$ cat config.mk
export PLATFORM = sky130hd
export DESIGN_NAME = matriz_frame_scheduler
export DESIGN_NICKNAME = d
export VERILOG_FILES = /design/src/rtl/matriz_frame_scheduler.sv
export SDC_FILE = /design/constraint.sdc
export NUM_CORES = 1
export LEC_CHECK = 0
export CAP_MARGIN = 25
export CELL_PAD_IN_SITES_DETAIL_PLACEMENT = 1
export CELL_PAD_IN_SITES_GLOBAL_PLACEMENT = 2
export CORE_ASPECT_RATIO = 0.7
export CORE_MARGIN = 2
export CORE_UTILIZATION = 47
export CTS_BUF_LIST = sky130_fd_sc_hd__clkbuf_8
export CTS_CLUSTER_SIZE = 28
export DETAILED_ROUTE_END_ITERATION = 6
export PLACE_DENSITY_LB_ADDON = 0.1
export SYNTH_ARGS = -nofsm -noshare
export SYNTH_HDL_FRONTEND = slang
export SYNTH_SLANG_ARGS = --single-unit
$ cat constraint.sdc
create_clock -name clk12Mhz -period 5.5 [get_ports clk12Mhz]
set_input_delay 1.1 -clock clk12Mhz [delete_from_list [all_inputs] [get_ports clk12Mhz]]
set_output_delay 1.1 -clock clk12Mhz [all_outputs]
set_load 0.01 [all_outputs]
$ cat src/rtl/matriz_frame_scheduler.sv
// matriz_frame_scheduler
//   Plays a range of frames from a 16 x 32-bit on-chip buffer into the 4x8 LED
//   matrix controller. Each frame is held for a programmable number of ticks
//   (TICK_DIV clocks each). Playback is one-shot or looping.
//
// Ports
//   clk12Mhz            system clock
//   rst                 asynchronous active-low reset
//   wr_en/wr_addr/wr_data/wr_ready
//                       frame write port; a write happens when wr_en & wr_ready
//                       are both high at a clock edge
//   start/stop          single-cycle control pulses (stop has priority)
//   loop/first/last/hold_ms
//                       playback settings, sampled on a start accepted in IDLE
//   busy                high while a frame is being loaded or shown
//   cur_frame           index of the frame currently on the LEDs
//   done                one-cycle pulse when one-shot playback completes
//   leds1..leds4        row data, frame bits [7:0],[15:8],[23:16],[31:24]
module matriz_frame_scheduler #(
  parameter int TICK_DIV = 12000,
  parameter int DEPTH    = 16
) (
  input  logic        clk12Mhz,
  input  logic        rst,
  input  logic        wr_en,
  input  logic [3:0]  wr_addr,
  input  logic [31:0] wr_data,
  output logic        wr_ready,
  input  logic        start,
  input  logic        stop,
  input  logic        loop,
  input  logic [3:0]  first,
  input  logic [3:0]  last,
  input  logic [11:0] hold_ms,
  output logic        busy,
  output logic [3:0]  cur_frame,
  output logic        done,
  output logic [7:0]  leds1,
  output logic [7:0]  leds2,
  output logic [7:0]  leds3,
  output logic [7:0]  leds4
);

  localparam int PW = $clog2(TICK_DIV);

  typedef enum logic [1:0] {IDLE, LOAD, SHOW} state_t;

  state_t        state, state_next;
  logic [31:0]   mem [DEPTH];
  logic [3:0]    ptr;
  logic [3:0]    first_lat;
  logic [3:0]    last_lat;
  logic          loop_lat;
  logic [11:0]   hold_lat;
  logic [11:0]   hold_cnt;
  logic [PW-1:0] presc;
  logic          tick_end;
  logic          frame_end;
  logic          range_end;

  assign wr_ready = (state != LOAD);
  assign busy     = (state != IDLE);

  // Memory has no reset; it is only ever read in LOAD, never on the write port.
  always_ff @(posedge clk12Mhz) begin
    if (wr_en && wr_ready) mem[wr_addr] <= wr_data;
  end

  always_comb begin
    state_next = state;
    tick_end   = (state == SHOW) && (presc == PW'(TICK_DIV - 1));
    frame_end  = tick_end && (hold_cnt == 12'd1);
    range_end  = (ptr == last_lat);
    case (state)
      IDLE:    if (start) state_next = LOAD;
      LOAD:    state_next = SHOW;
      SHOW:    if (frame_end) state_next = (range_end && !loop_lat) ? IDLE : LOAD;
      default: state_next = IDLE;
    endcase
    if (stop) state_next = IDLE;
  end

  always_ff @(posedge clk12Mhz or negedge rst) begin
    if (!rst) begin
      state     <= IDLE;
      ptr       <= '0;
      first_lat <= '0;
      last_lat  <= '0;
      loop_lat  <= 1'b0;
      hold_lat  <= 12'd1;
      hold_cnt  <= '0;
      presc     <= '0;
      cur_frame <= '0;
      done      <= 1'b0;
      leds1     <= '0;
      leds2     <= '0;
      leds3     <= '0;
      leds4     <= '0;
    end else begin
      state <= state_next;
      done  <= 1'b0;
      case (state)
        IDLE: begin
          if (start && !stop) begin
            first_lat <= first;
            last_lat  <= last;
            loop_lat  <= loop;
            hold_lat  <= (hold_ms == '0) ? 12'd1 : hold_ms;
            ptr       <= first;
          end
        end
        LOAD: begin
          {leds4, leds3, leds2, leds1} <= mem[ptr];
          cur_frame <= ptr;
          presc     <= '0;
          hold_cnt  <= hold_lat;
        end
        SHOW: begin
          if (tick_end) begin
            presc    <= '0;
            hold_cnt <= hold_cnt - 12'd1;
          end else begin
            presc <= presc + 1'b1;
          end
          if (frame_end) begin
            if (!range_end)    ptr  <= ptr + 4'd1;
            else if (loop_lat) ptr  <= first_lat;
            else               done <= !stop;
          end
        end
        default: ;
      endcase
      // Stop blanks the display even when it lands on a LOAD cycle.
      if (stop) begin
        leds1 <= '0;
        leds2 <= '0;
        leds3 <= '0;
        leds4 <= '0;
      end
    end
  end

endmodule

==> impl_metrics.env, run 1 <==
export IMPL_cts_path_max_buffers=3
export IMPL_cp_arrival_ps=2670
export IMPL_area_growth_pct=15.8
export IMPL_start_kind="flop"
export IMPL_syn_avg_cell_area_um2=19.6
export IMPL_grtUsageTotal_pct=23.5
export IMPL_hold_buffers=0
export IMPL_async_reset_ff_share_pct=15.0
export IMPL_wl_per_cell_um=27.9
export IMPL_fp_coreArea_um2=49500
export IMPL_grt_pass1_vias=13100
export IMPL_yosysWarnings=0
export IMPL_hold_ws_ps=293
export IMPL_synth_cell_types=56
export IMPL_met2_usage_pct=33.8
export IMPL_h_tree_depth=3
export IMPL_hp_class="in2async"
export IMPL_critPathKind="reg2out"
export IMPL_path_clk_slew_ps=70
export IMPL_crit_required_ps=4400
export IMPL_final_setup_viol_count=0
export IMPL_grt_use_met3_pct=5.81
export IMPL_fin_skew_ps=47.9
export IMPL_hold_viol=0
export IMPL_min_period_ps=3770
export IMPL_viasPerCell=5.76
export IMPL_slew_violations=0
export IMPL_fmax_ghz=0.265
export IMPL_root_buffer="clkbuf_8"
export IMPL_routed_wl_um=59000
export IMPL_critPathCaptureType="output pin"
export IMPL_drt_iter0_drc=1211
export IMPL_leakagePower_nw=9.26
export IMPL_overflow=0
export IMPL_diodes=0
export IMPL_grt_pass1_wl_um=88900
export IMPL_start_util_pct=47.8
export IMPL_ir_drop_v=0.000211
export IMPL_via_count=12200
export IMPL_worstPathMaxFanout=10
export IMPL_die_h_um=192
export IMPL_num_io_pins=101
export IMPL_nNetsFinal=1445
export IMPL_hpwl_um=35900
export IMPL_die_area_um2=52200
export IMPL_worst_slew_pin_slew_ps=970
export IMPL_antenna_found_initial=0
export IMPL_synth_main_ff_cell="edfxtp_1"
export IMPL_rows=68
export IMPL_drive_above_1_share_pct=23.5
export IMPL_setup_tns_ps=0
export IMPL_drtPass1Iterations=5
export IMPL_syn_nets=1282
export IMPL_top_usage_layer="met1"
export IMPL_powerDensity_nw_per_um2=457
export IMPL_clk_latency_ps=690
export IMPL_portBuffers=100
export IMPL_tritoncts="built"
export IMPL_drtAntennaViolNets=0
export IMPL_fin_crit_sh_pct=68.6
export IMPL_fillers=4454
export IMPL_cap_violations=0
export IMPL_synth_edf_count=512
export IMPL_relSlewSlack_pct=35.3
export IMPL_grt_max_degree=59
export IMPL_ys_ff_latch=602
export IMPL_run_status="finished clean"
export IMPL_post_cts_setup_buffers=0
export IMPL_drc=0
export IMPL_grt_met1_usage_pct=36.4
export IMPL_syn_area_um2=23700
export IMPL_cts_resized=0
export IMPL_cts_buffers=90
export IMPL_cts_sinks=602
export IMPL_place_congestion=0.771
export IMPL_rsz0062_at_grt="false"
export IMPL_syn_inst=1211
export IMPL_die_w_um=272
export IMPL_yosysSeqAreaShare_pct=74.4
## area by class of cell
cell class | instances | area (um2) | area share (%)
Inverter | 12 | 45.0 | 0.164
Tap cell | 665 | 832 | 3.03
Timing Repair Buffer | 132 | 1350 | 4.92
Clock buffer | 100 | 1380 | 5.02
Sequential cell | 602 | 17600 | 64.3
Clock inverter | 69 | 319 | 1.16
Multi-Input combinational cell | 536 | 5860 | 21.4
## per-layer routing
| metal | routed length (um) | vias to the layer above |
|---|---|---|
| met5 | 0 | - |
| met4 | 809 | 0 |
| met3 | 3720 | 69 |
| met2 | 25800 | 347 |
| met1 | 28600 | 6527 |
| li1 | - | 5250 |
## critical path: stages (launching register included)
cell and delay [ps]:
dfrtp_1 410, inv_1 110, ha_1 530, inv_1 340, clkdlybuf4s50_1 590
## report_power, final
part	total [mW]	leakage, nW	internal, mW	switching, mW
clock	3.45	1.01	1.72	1.72
combinational	3.28	2.47	1.60	1.68
sequential	5.82	5.77	5.32	0.500
## layout by cell type, fill, tap and decap left out, types with 5 or more instances in the layout
cell	count
edfxtp_1	512
mux4_2	128
clkbuf_8	100
clkdlybuf4s50_1	99
dfrtp_1	86
mux2i_1	69
a21oi_1	51
inv_1	49
o21ai_0	46
nor2_1	45
nand2_1	27
buf_4	26
mux2_2	24
clkinv_1	17
nor2_4	13
o22ai_1	10
clkinv_2	10
xor2_1	9
xnor2_1	9
nand3_1	9
ha_1	9
nand4_1	7
nor4_1	6
o31ai_1	6
nand2b_1	5
nor4_2	5
nor3_1	5
## logic make-up after synthesis
family | count (synthesis) | share of synthesized area (%)
flops | 602 | 74.4
mux | 224 | 16.4
simple gates | 152 | 3.51
compound gates | 133 | 3.20
buf+inv | 73 | 1.34
xor+xnor | 18 | 0.666
fa+ha+maj | 9 | 0.475
## sequential cells by signal, summed over array words and instances (netlist names), 8 cells and up
signal and cells:
hold_cnt 12, hold_lat 12, leds1 8, leds2 8, leds3 8, leds4 8
mem 512, presc 14
## synth_stat cells, types with 3 or more instances
cell	count	area (um2)
mux2_2	24	270
or3_1	4	25.0
nand4_1	7	43.8
nand2b_1	5	31.3
nand2_1	27	101
buf_2	17	85.1
nand3_1	9	45.0
o31ai_1	6	45.0
o22ai_1	10	62.6
edfxtp_1	512	15400
nand3b_1	4	30.0
mux2_1	3	33.8
nor4_2	5	62.6
nor2_1	58	218
xnor2_1	9	78.8
nor3_1	9	45.0
mux4_2	128	2880
nor4_1	6	37.5
a31oi_1	4	25.0
buf_1	12	45.0
inv_1	11	41.3
mux2i_1	69	691
clkbuf_1	28	105
dfrtp_1	89	2230
xor2_1	9	78.8
a21oi_1	51	255
a21o_1	4	30.0
o21ai_0	46	230
ha_1	9	113
## per-stage QoR
step           power (mW)  instance area (um2)  utilization [%]  setup slack, ps  cells
4_1_cts              12.7                27400             55.4             1670   2116
6_report             12.5                27400             55.4             1730   2116
2_1_floorplan        7.91                23700                -             1180   1211
3_3_place_gp         9.17                25600             51.7             1760   1941
5_1_grt              13.2                27400             55.4             1580   2116
3_5_place_dp         9.23                25700             51.9             1910   1947
## path summary, 6_finish.rpt
check                             from           to  slack, ps  cells after the start
hold / removal                     rst       ptr[0]        290                      1
min in group clk12Mhz      hold_lat[0]  hold_lat[0]        500                      2
max in group asynchronous          rst       ptr[1]       4040                      2
setup reg to reg              state[1]    mem[4][9]       2260                      7
hold reg to reg            hold_lat[0]  hold_lat[0]        500                      2
setup / recovery              state[1]     wr_ready       1730                      4
(Power assumes the default switching activity.)
==> run 2: changes to the inputs <==
Clock period 5.5 ns to 3.95 ns, I/O delays scaled along.
==> impl_metrics.env, run 2 (synthesis results as in run 1) <==
export IMPL_portBuffers=100
export IMPL_viasPerCell=5.75
export IMPL_wl_per_cell_um=27.0
export IMPL_relSlewSlack_pct=35.0
export IMPL_final_common_cell="edfxtp_1"
export IMPL_hold_buffers=0
export IMPL_overflow=0
export IMPL_drt_iter0_drc=1022
export IMPL_fin_skew_ps=26.7
export IMPL_largest_register="mem"
export IMPL_path_clk_slew_ps=60
export IMPL_final_cell_mix="edfxtp_1, mux4_2, clkbuf_8"
export IMPL_tritoncts="built"
export IMPL_rows=68
export IMPL_fmax_ghz=0.330
export IMPL_worst_path_max_delay_cell="clkdlybuf4s50_1"
export IMPL_post_route_util_pct=55.8
export IMPL_rsz0062_at_grt="false"
export IMPL_worst_slew_pin_slew_ps=967
export IMPL_critPathCaptureType="output pin"
export IMPL_setup_tns_ps=0
export IMPL_largest_reg_flops=512
export IMPL_die_w_um=272
export IMPL_clk_latency_ps=680
export IMPL_start_util_pct=47.8
export IMPL_post_cts_setup_buffers=0
export IMPL_diodes=0
export IMPL_swShare_pct=30.8
export IMPL_p_seq_share_pct=44.7
export IMPL_root_buffer="clkbuf_8"
export IMPL_cts_buffers=91
export IMPL_cp_arrival_ps=2240
export IMPL_routed_wl_um=57600
export IMPL_crit_reg2reg_capture="mem[4][2]"
export IMPL_die_h_um=192
export IMPL_num_io_pins=101
export IMPL_fillers=4485
export IMPL_grt_max_degree=80
export IMPL_cts_path_max_buffers=3
export IMPL_crit_chain="inv_1, ha_1, inv_1, clkdlybuf4s50_1"
export IMPL_powerDensity_nw_per_um2=641
export IMPL_grtUsageTotal_pct=23.0
export IMPL_antenna_found_initial=1
export IMPL_drtAntennaViolNets=0
export IMPL_critPathKind="reg2out"
export IMPL_fp_coreArea_um2=49500
export IMPL_cts_resized=0
export IMPL_start_kind="flop"
export IMPL_reg_top3="mem (512), presc (14)"
export IMPL_power_frac_clock_pct=27.8
export IMPL_run_status="finished clean"
export IMPL_grt_pass1_vias=13100
export IMPL_fin_crit_sh_pct=76.8
export IMPL_hp_class="in2async"
export IMPL_drc=0
export IMPL_final_setup_viol_count=0
export IMPL_slew_violations=0
export IMPL_die_area_um2=52200
export IMPL_crit_buf_inv=3
export IMPL_min_period_ps=3030
export IMPL_p_comb_share_pct=27.4
export IMPL_hpwl_um=35900
export IMPL_r2r_start="state[1]"
export IMPL_crit_required_ps=3160
export IMPL_place_congestion=0.738
export IMPL_grt_pass1_wl_um=87100
export IMPL_reg2reg_depth=7
export IMPL_worstPathMaxFanout=5
export IMPL_ir_drop_v=0.000292
export IMPL_crit_top_cell="inv_1"
export IMPL_leakagePower_nw=9.40
export IMPL_r2r_setup_slack_ps=1230
export IMPL_crit_family="buffers and inverters"
export IMPL_p_switching_mw=5.45
export IMPL_area_growth_pct=16.7
export IMPL_cap_violations=0
export IMPL_p_int_mw=12.3
export IMPL_drive_above_1_share_pct=24.5
export IMPL_nNetsFinal=1463
export IMPL_via_count=12300
export IMPL_h_tree_depth=3
export IMPL_drtPass1Iterations=5
export IMPL_critPathMaxStageDelay_ps=610
export IMPL_cts_sinks=602
export IMPL_hold_viol=0
## run 2: area by class of cell
cell class	count	area, um2	area share (%)
Sequential cell	602	17600	63.8
Timing Repair Buffer	149	1490	5.40
Clock buffer	103	1420	5.13
Inverter	12	45.0	0.163
Clock inverter	69	348	1.26
Multi-Input combinational cell	536	5870	21.2
Tap cell	665	832	3.01
## run 2: power groups by stage
stage / Combinational, mW / Sequential, mW / Clock, mW
after floorplan: 3.19 / 7.83 / 0
after global placement: 4.88 / 8.05 / 0
after detailed placement: 4.91 / 8.07 / 0
after CTS: 4.92 / 7.94 / 5.06
after global routing: 5.24 / 8.00 / 5.33
final: 4.86 / 7.92 / 4.93
## run 2: through the flow
stage          instance area [um2]  worst slack [ps]  hold WS (ps)  total power [mW]  std cells
2_1_floorplan                23700              38.4           458              11.0       1211
3_3_place_gp                 25900               881           476              12.9       1964
3_5_place_dp                 25900               862           482              13.0       1964
4_1_cts                      27600               856           196              17.9       2136
5_1_grt                      27600               820           236              18.6       2136
6_report                     27600               915           210              17.7       2136
## run 2: worst register-to-register path, stage by stage (launching register included)
cell     delay [ps]
dfrtp_1         400
inv_1           100
ha_1            200
inv_1           270
nand2_1         130
or3b_2          600
nor3_4          150
buf_4           460
## run 2: layer usage
metal	vias up	wire (um)	track usage, %
met5	-	0	0
met4	0	947	5.41
met3	80	3230	4.26
met2	370	24700	32.3
met1	6553	28700	37.1
li1	5278	-	-
## run 2: worst max path at each step
stage	startpoint	to	slack, ps	cells after the start
finish	state[1]	wr_ready	920	4
global route	state[1]	wr_ready	820	4
CTS	state[1]	wr_ready	860	4
detailed placement	wr_en	mem[4][25]	860	5
global placement	wr_en	mem[4][25]	880	5
floorplan	state[1]	mem[8][0]	40	8
==> run 3: changes to the inputs <==
Clock period 3.95 ns to 3 ns, I/O delays scaled along.
==> impl_metrics.env, run 3 (synthesis results as in run 1) <==
export IMPL_leakagePower_nw=9.29
export IMPL_fp_coreArea_um2=49500
export IMPL_ir_drop_v=0.000466
export IMPL_stdcell_area_um2=27700
export IMPL_antenna_found_initial=0
export IMPL_area_growth_pct=16.8
export IMPL_wl_per_cell_um=25.0
export IMPL_die_area_um2=52200
export IMPL_cts_buffers=91
export IMPL_routed_wl_um=53100
export IMPL_fin_skew_ps=28.9
export IMPL_fin_crit_sh_pct=94.4
export IMPL_overflow=0
export IMPL_final_cell_mix="edfxtp_1, mux4_2, clkdlybuf4s50_1"
export IMPL_num_io_pins=101
export IMPL_via_count=11900
export IMPL_min_period_ps=2830
export IMPL_grt_pass1_vias=13000
export IMPL_powerDensity_nw_per_um2=823
export IMPL_die_h_um=192
export IMPL_grtUsageTotal_pct=21.3
export IMPL_crit_top_cell="inv_1"
export IMPL_portBuffers=100
export IMPL_crit_required_ps=2400
export IMPL_post_cts_setup_buffers=0
export IMPL_hold_buffers=1
export IMPL_drtAntennaViolNets=0
export IMPL_relSlewSlack_pct=55.8
export IMPL_path_clk_slew_ps=60
export IMPL_critPathMaxStageDelay_ps=610
export IMPL_drc=0
export IMPL_drive_above_1_share_pct=23.6
export IMPL_die_w_um=272
export IMPL_h_tree_depth=3
export IMPL_final_setup_viol_count=0
export IMPL_critPathCaptureType="output pin"
export IMPL_crit_reg2reg_capture="ptr[2]"
export IMPL_met2_usage_pct=31.7
export IMPL_worst_slew_pin_slew_ps=656
export IMPL_grt_pass1_wl_um=81900
export IMPL_drtPass1Iterations=5
export IMPL_worstPathMaxFanout=5
export IMPL_hp_class="in2async"
export IMPL_cp_arrival_ps=2230
export IMPL_post_route_util_pct=55.9
export IMPL_drt_iter0_drc=857
export IMPL_final_common_cell="edfxtp_1"
export IMPL_start_kind="flop"
export IMPL_reg2reg_depth=7
export IMPL_cts_sinks=602
export IMPL_grt_max_degree=69
export IMPL_cap_violations=0
export IMPL_dp_cells=1956
export IMPL_clk_latency_ps=690
export IMPL_start_util_pct=47.8
export IMPL_stdcell_count=2124
export IMPL_rows=68
export IMPL_reg_top3="mem (512), presc (14)"
export IMPL_cts_path_max_buffers=3
export IMPL_cts_resized=0
export IMPL_critPathKind="reg2out"
export IMPL_largest_reg_flops=512
export IMPL_dpl_cell_area_um2=26000
export IMPL_top_usage_layer="met1"
export IMPL_slew_violations=0
export IMPL_r2r_setup_slack_ps=480
export IMPL_r2r_start="state[0]"
export IMPL_largest_register="mem"
export IMPL_root_buffer="clkbuf_8"
export IMPL_diodes=0
export IMPL_fmax_ghz=0.353
export IMPL_rsz0062_at_grt="false"
export IMPL_worst_path_max_delay_cell="clkdlybuf4s50_1"
export IMPL_hpwl_um=30600
export IMPL_nNetsFinal=1456
export IMPL_crit_chain="inv_1, ha_1, inv_1, clkdlybuf4s50_1"
export IMPL_grt_met1_usage_pct=32.5
export IMPL_tritoncts="built"
export IMPL_hold_viol=0
export IMPL_grt_use_met3_pct=4.13
export IMPL_run_status="finished clean"
export IMPL_setup_tns_ps=0
export IMPL_viasPerCell=5.62
export IMPL_place_congestion=0.752
-- run 3: cell count changes in the layout (fill, tap and decap cells not counted), sizes merged --
cell	delta
clkbuf	-11
dlygate4sd3	+1
bufinv	+1
clkinvlp	-1
buf	-8
inv	-14
clkinv	+20
-- run 3: worst max path at each step --
stage          slack [ps]  cells past startpoint    endpoint  startpoint
6_report              170                      4    wr_ready    state[1]
5_1_grt                60                      4    wr_ready    state[1]
4_1_cts                90                      4    wr_ready    state[1]
3_5_place_dp          430                      5  mem[4][15]       wr_en
3_3_place_gp          430                      5  mem[4][31]       wr_en
2_1_floorplan        -390                      7   mem[5][0]    state[1]
-- run 3: per-stage QoR --
stage / setup WS [ps] / hold slack, ps / power (mW)
4_1_cts: 94.5 / 403 / 23.1
6_report: 167 / 453 / 22.8
5_1_grt: 59.6 / 447 / 23.9
3_5_place_dp: 426 / 486 / 16.8
3_3_place_gp: 430 / 476 / 16.7
2_1_floorplan: -387 / 304 / 14.5
-- run 3: report_power, final --
part	leakage, nW	switching (mW)	internal (mW)	total [mW]
Sequential	5.77	0.489	9.76	10.2
Clock	0.952	3.13	3.12	6.25
Combinational	2.57	3.21	3.05	6.26
Total	9.29	6.82	15.9	22.8
-- run 3: metal layers --
| metal | wire (um) | part of all wire, % | vias up |
|---|---|---|---|
| met1 | 25900 | 49 | 6343 |
| met4 | 869 | 1.6 | 0 |
| met5 | 0 | 0 | - |
| met2 | 24000 | 45 | 253 |
| met3 | 2340 | 4.4 | 77 |
| li1 | - | - | 5264 |
-- run 3: layout make-up --
class                           instances  area [um2]
Fill cell                            4427       21900
Sequential cell                       602       17600
Clock buffer                           92        1270
Timing Repair Buffer                  142        1600
Clock inverter                         75         397
Tap cell                              665         832
Multi-Input combinational cell        536        5880
Inverter                               12        45.0
-- run 3: critical path: cells and delay by family (launching register included) --
family / cells / cell delay (ps)
flops: 1 / 400
fa+ha+maj: 1 / 230
buf+inv: 3 / 910
==> edit: new RTL, flow settings as in run 3 <==
The 3 states of `state_t` get a one-hot encoding in 3 bits.
--- a/src/rtl/matriz_frame_scheduler.sv
+++ b/src/rtl/matriz_frame_scheduler.sv
@@ -43,7 +43,7 @@
 
   localparam int PW = $clog2(TICK_DIV);
 
-  typedef enum logic [1:0] {IDLE, LOAD, SHOW} state_t;
+  typedef enum logic [2:0] {IDLE = 3'b001, LOAD = 3'b010, SHOW = 3'b100} state_t;
 
   state_t        state, state_next;
   logic [31:0]   mem [DEPTH];
Formal check against the unedited RTL: no difference found for any inputs over 4 cycles, from zero or initial values and one cycle with rst low; so few cycles prove little.
==> edit against run 3 <==
The run now ends with DRC left; worst setup slack improved by 0.070 ns; routed wire length is 6.9% higher; count of clock-buffer cells in the layout rose by 11; final cell count fell by 0.28%; clock power is 3.8% higher; synthesized cell count down 1.6%; total power is 15% lower; sequential power down 5%; critical path depth did not move; non-clock buffer count grew 15; hold slack improved by 0.029 ns; area after synthesis fell by 1.2%; cell area down 0.21%; sequential cell count increased by 1.
==> edit: results <==
{
  "cts_inserted_buffers": 92,
  "ir_drop_uv": 356,
  "hp-class": "reg2reg",
  "drt_first_pass_iters": 7,
  "synth_cell_types": 57,
  "worstRegToRegCells": 5,
  "dp_hpwl_um": 32300,
  "pre_cts_ws_ns": 0.449,
  "min_period_ns": 2.76,
  "grt_pass1_wl_um": 85600,
  "slew_headroom_pct": 41.4,
  "synth_common_cells": "512 x edfxtp_1, 128 x mux4_2, 89 x dfrtp_1, 65 x nand2_1, 61 x o21ai_1",
  "synth_nets": 1258,
  "async_reset_ff_share_pct": 15.1,
  "crit_fanout": 10,
  "grt_usage_pct": 22.7,
  "p_leak_nw": 9.30,
  "num-fill-cells": 4283,
  "r2r_end": "leds3[7]",
  "drc": 4,
  "skew_ns": 0.0294,
  "totalWireLength_um": 56700,
  "failed_checks": "DRC",
  "status": "complete, but fails checks",
  "drive_gt1_share_pct": 24.0,
  "synth.top_cells.by_area": "edfxtp_1 66%, mux4_2 12%, dfrtp_1 9.5%, a22o_1 1.3%, o21ai_1 1.3%",
  "critPathArrivalTime_ns": 2.16
}
==> edit: final cells by class <==
| type | count | area (sq um) | share of cell area (%) |
|---|---|---|---|
| sequential | 603 | 17700 | 64.0 |
| multi-input combinational | 515 | 5570 | 20.2 |
| timing repair buffer | 157 | 1760 | 6.38 |
| clock buffer | 103 | 1420 | 5.14 |
| tap | 665 | 832 | 3.01 |
| clock inverter | 65 | 327 | 1.18 |
| inverter | 9 | 33.8 | 0.122 |
| antenna | 1 | 2.50 | 0.00906 |
==> edit: critical path, stage by stage (launching register included) <==
cell and delay [ns]:
dfrtp_1 0.40, nor2b_1 0.23, nor2b_1 0.22, inv_2 0.13, clkdlybuf4s50_1 0.50
==> edit: routing by layer <==
layer  wire [um]  share of wire (%)  vias to the layer above  global-route usage, %
li1            -                  -                     5279                      -
met1       27300                 48                     6573                   34.6
met2       25500                 45                      338                   33.9
met3        3020                5.3                       82                   4.47
met4         939                1.7                        0                   5.63
met5           0                  0                        -                      0
==> edit: cells by family after synthesis <==
kind of cell | count (synthesis) | share of synthesized area, %
flops | 603 | 75.4
mux | 155 | 13.6
xor+xnor | 6 | 0.225
simple gates | 176 | 3.60
compound gates | 174 | 5.44
buf+inv | 74 | 1.49
fa+ha+maj | 4 | 0.214
==> edit: through the flow <==
step | utilization (%) | hold slack, ns | cells | area, sq um | total power [mW]
final | 56.0 | 0.482 | 2118 | 27600 | 19.4
after global routing | 56.0 | 0.506 | 2118 | 27600 | 20.2
after CTS | 56.0 | 0.464 | 2117 | 27600 | 19.7
after detailed placement | 52.5 | 0.473 | 1948 | 25800 | 13.2
after global placement | 52.4 | 0.464 | 1947 | 25800 | 13.1
after floorplan | - | 0.304 | 1192 | 23400 | 11.9
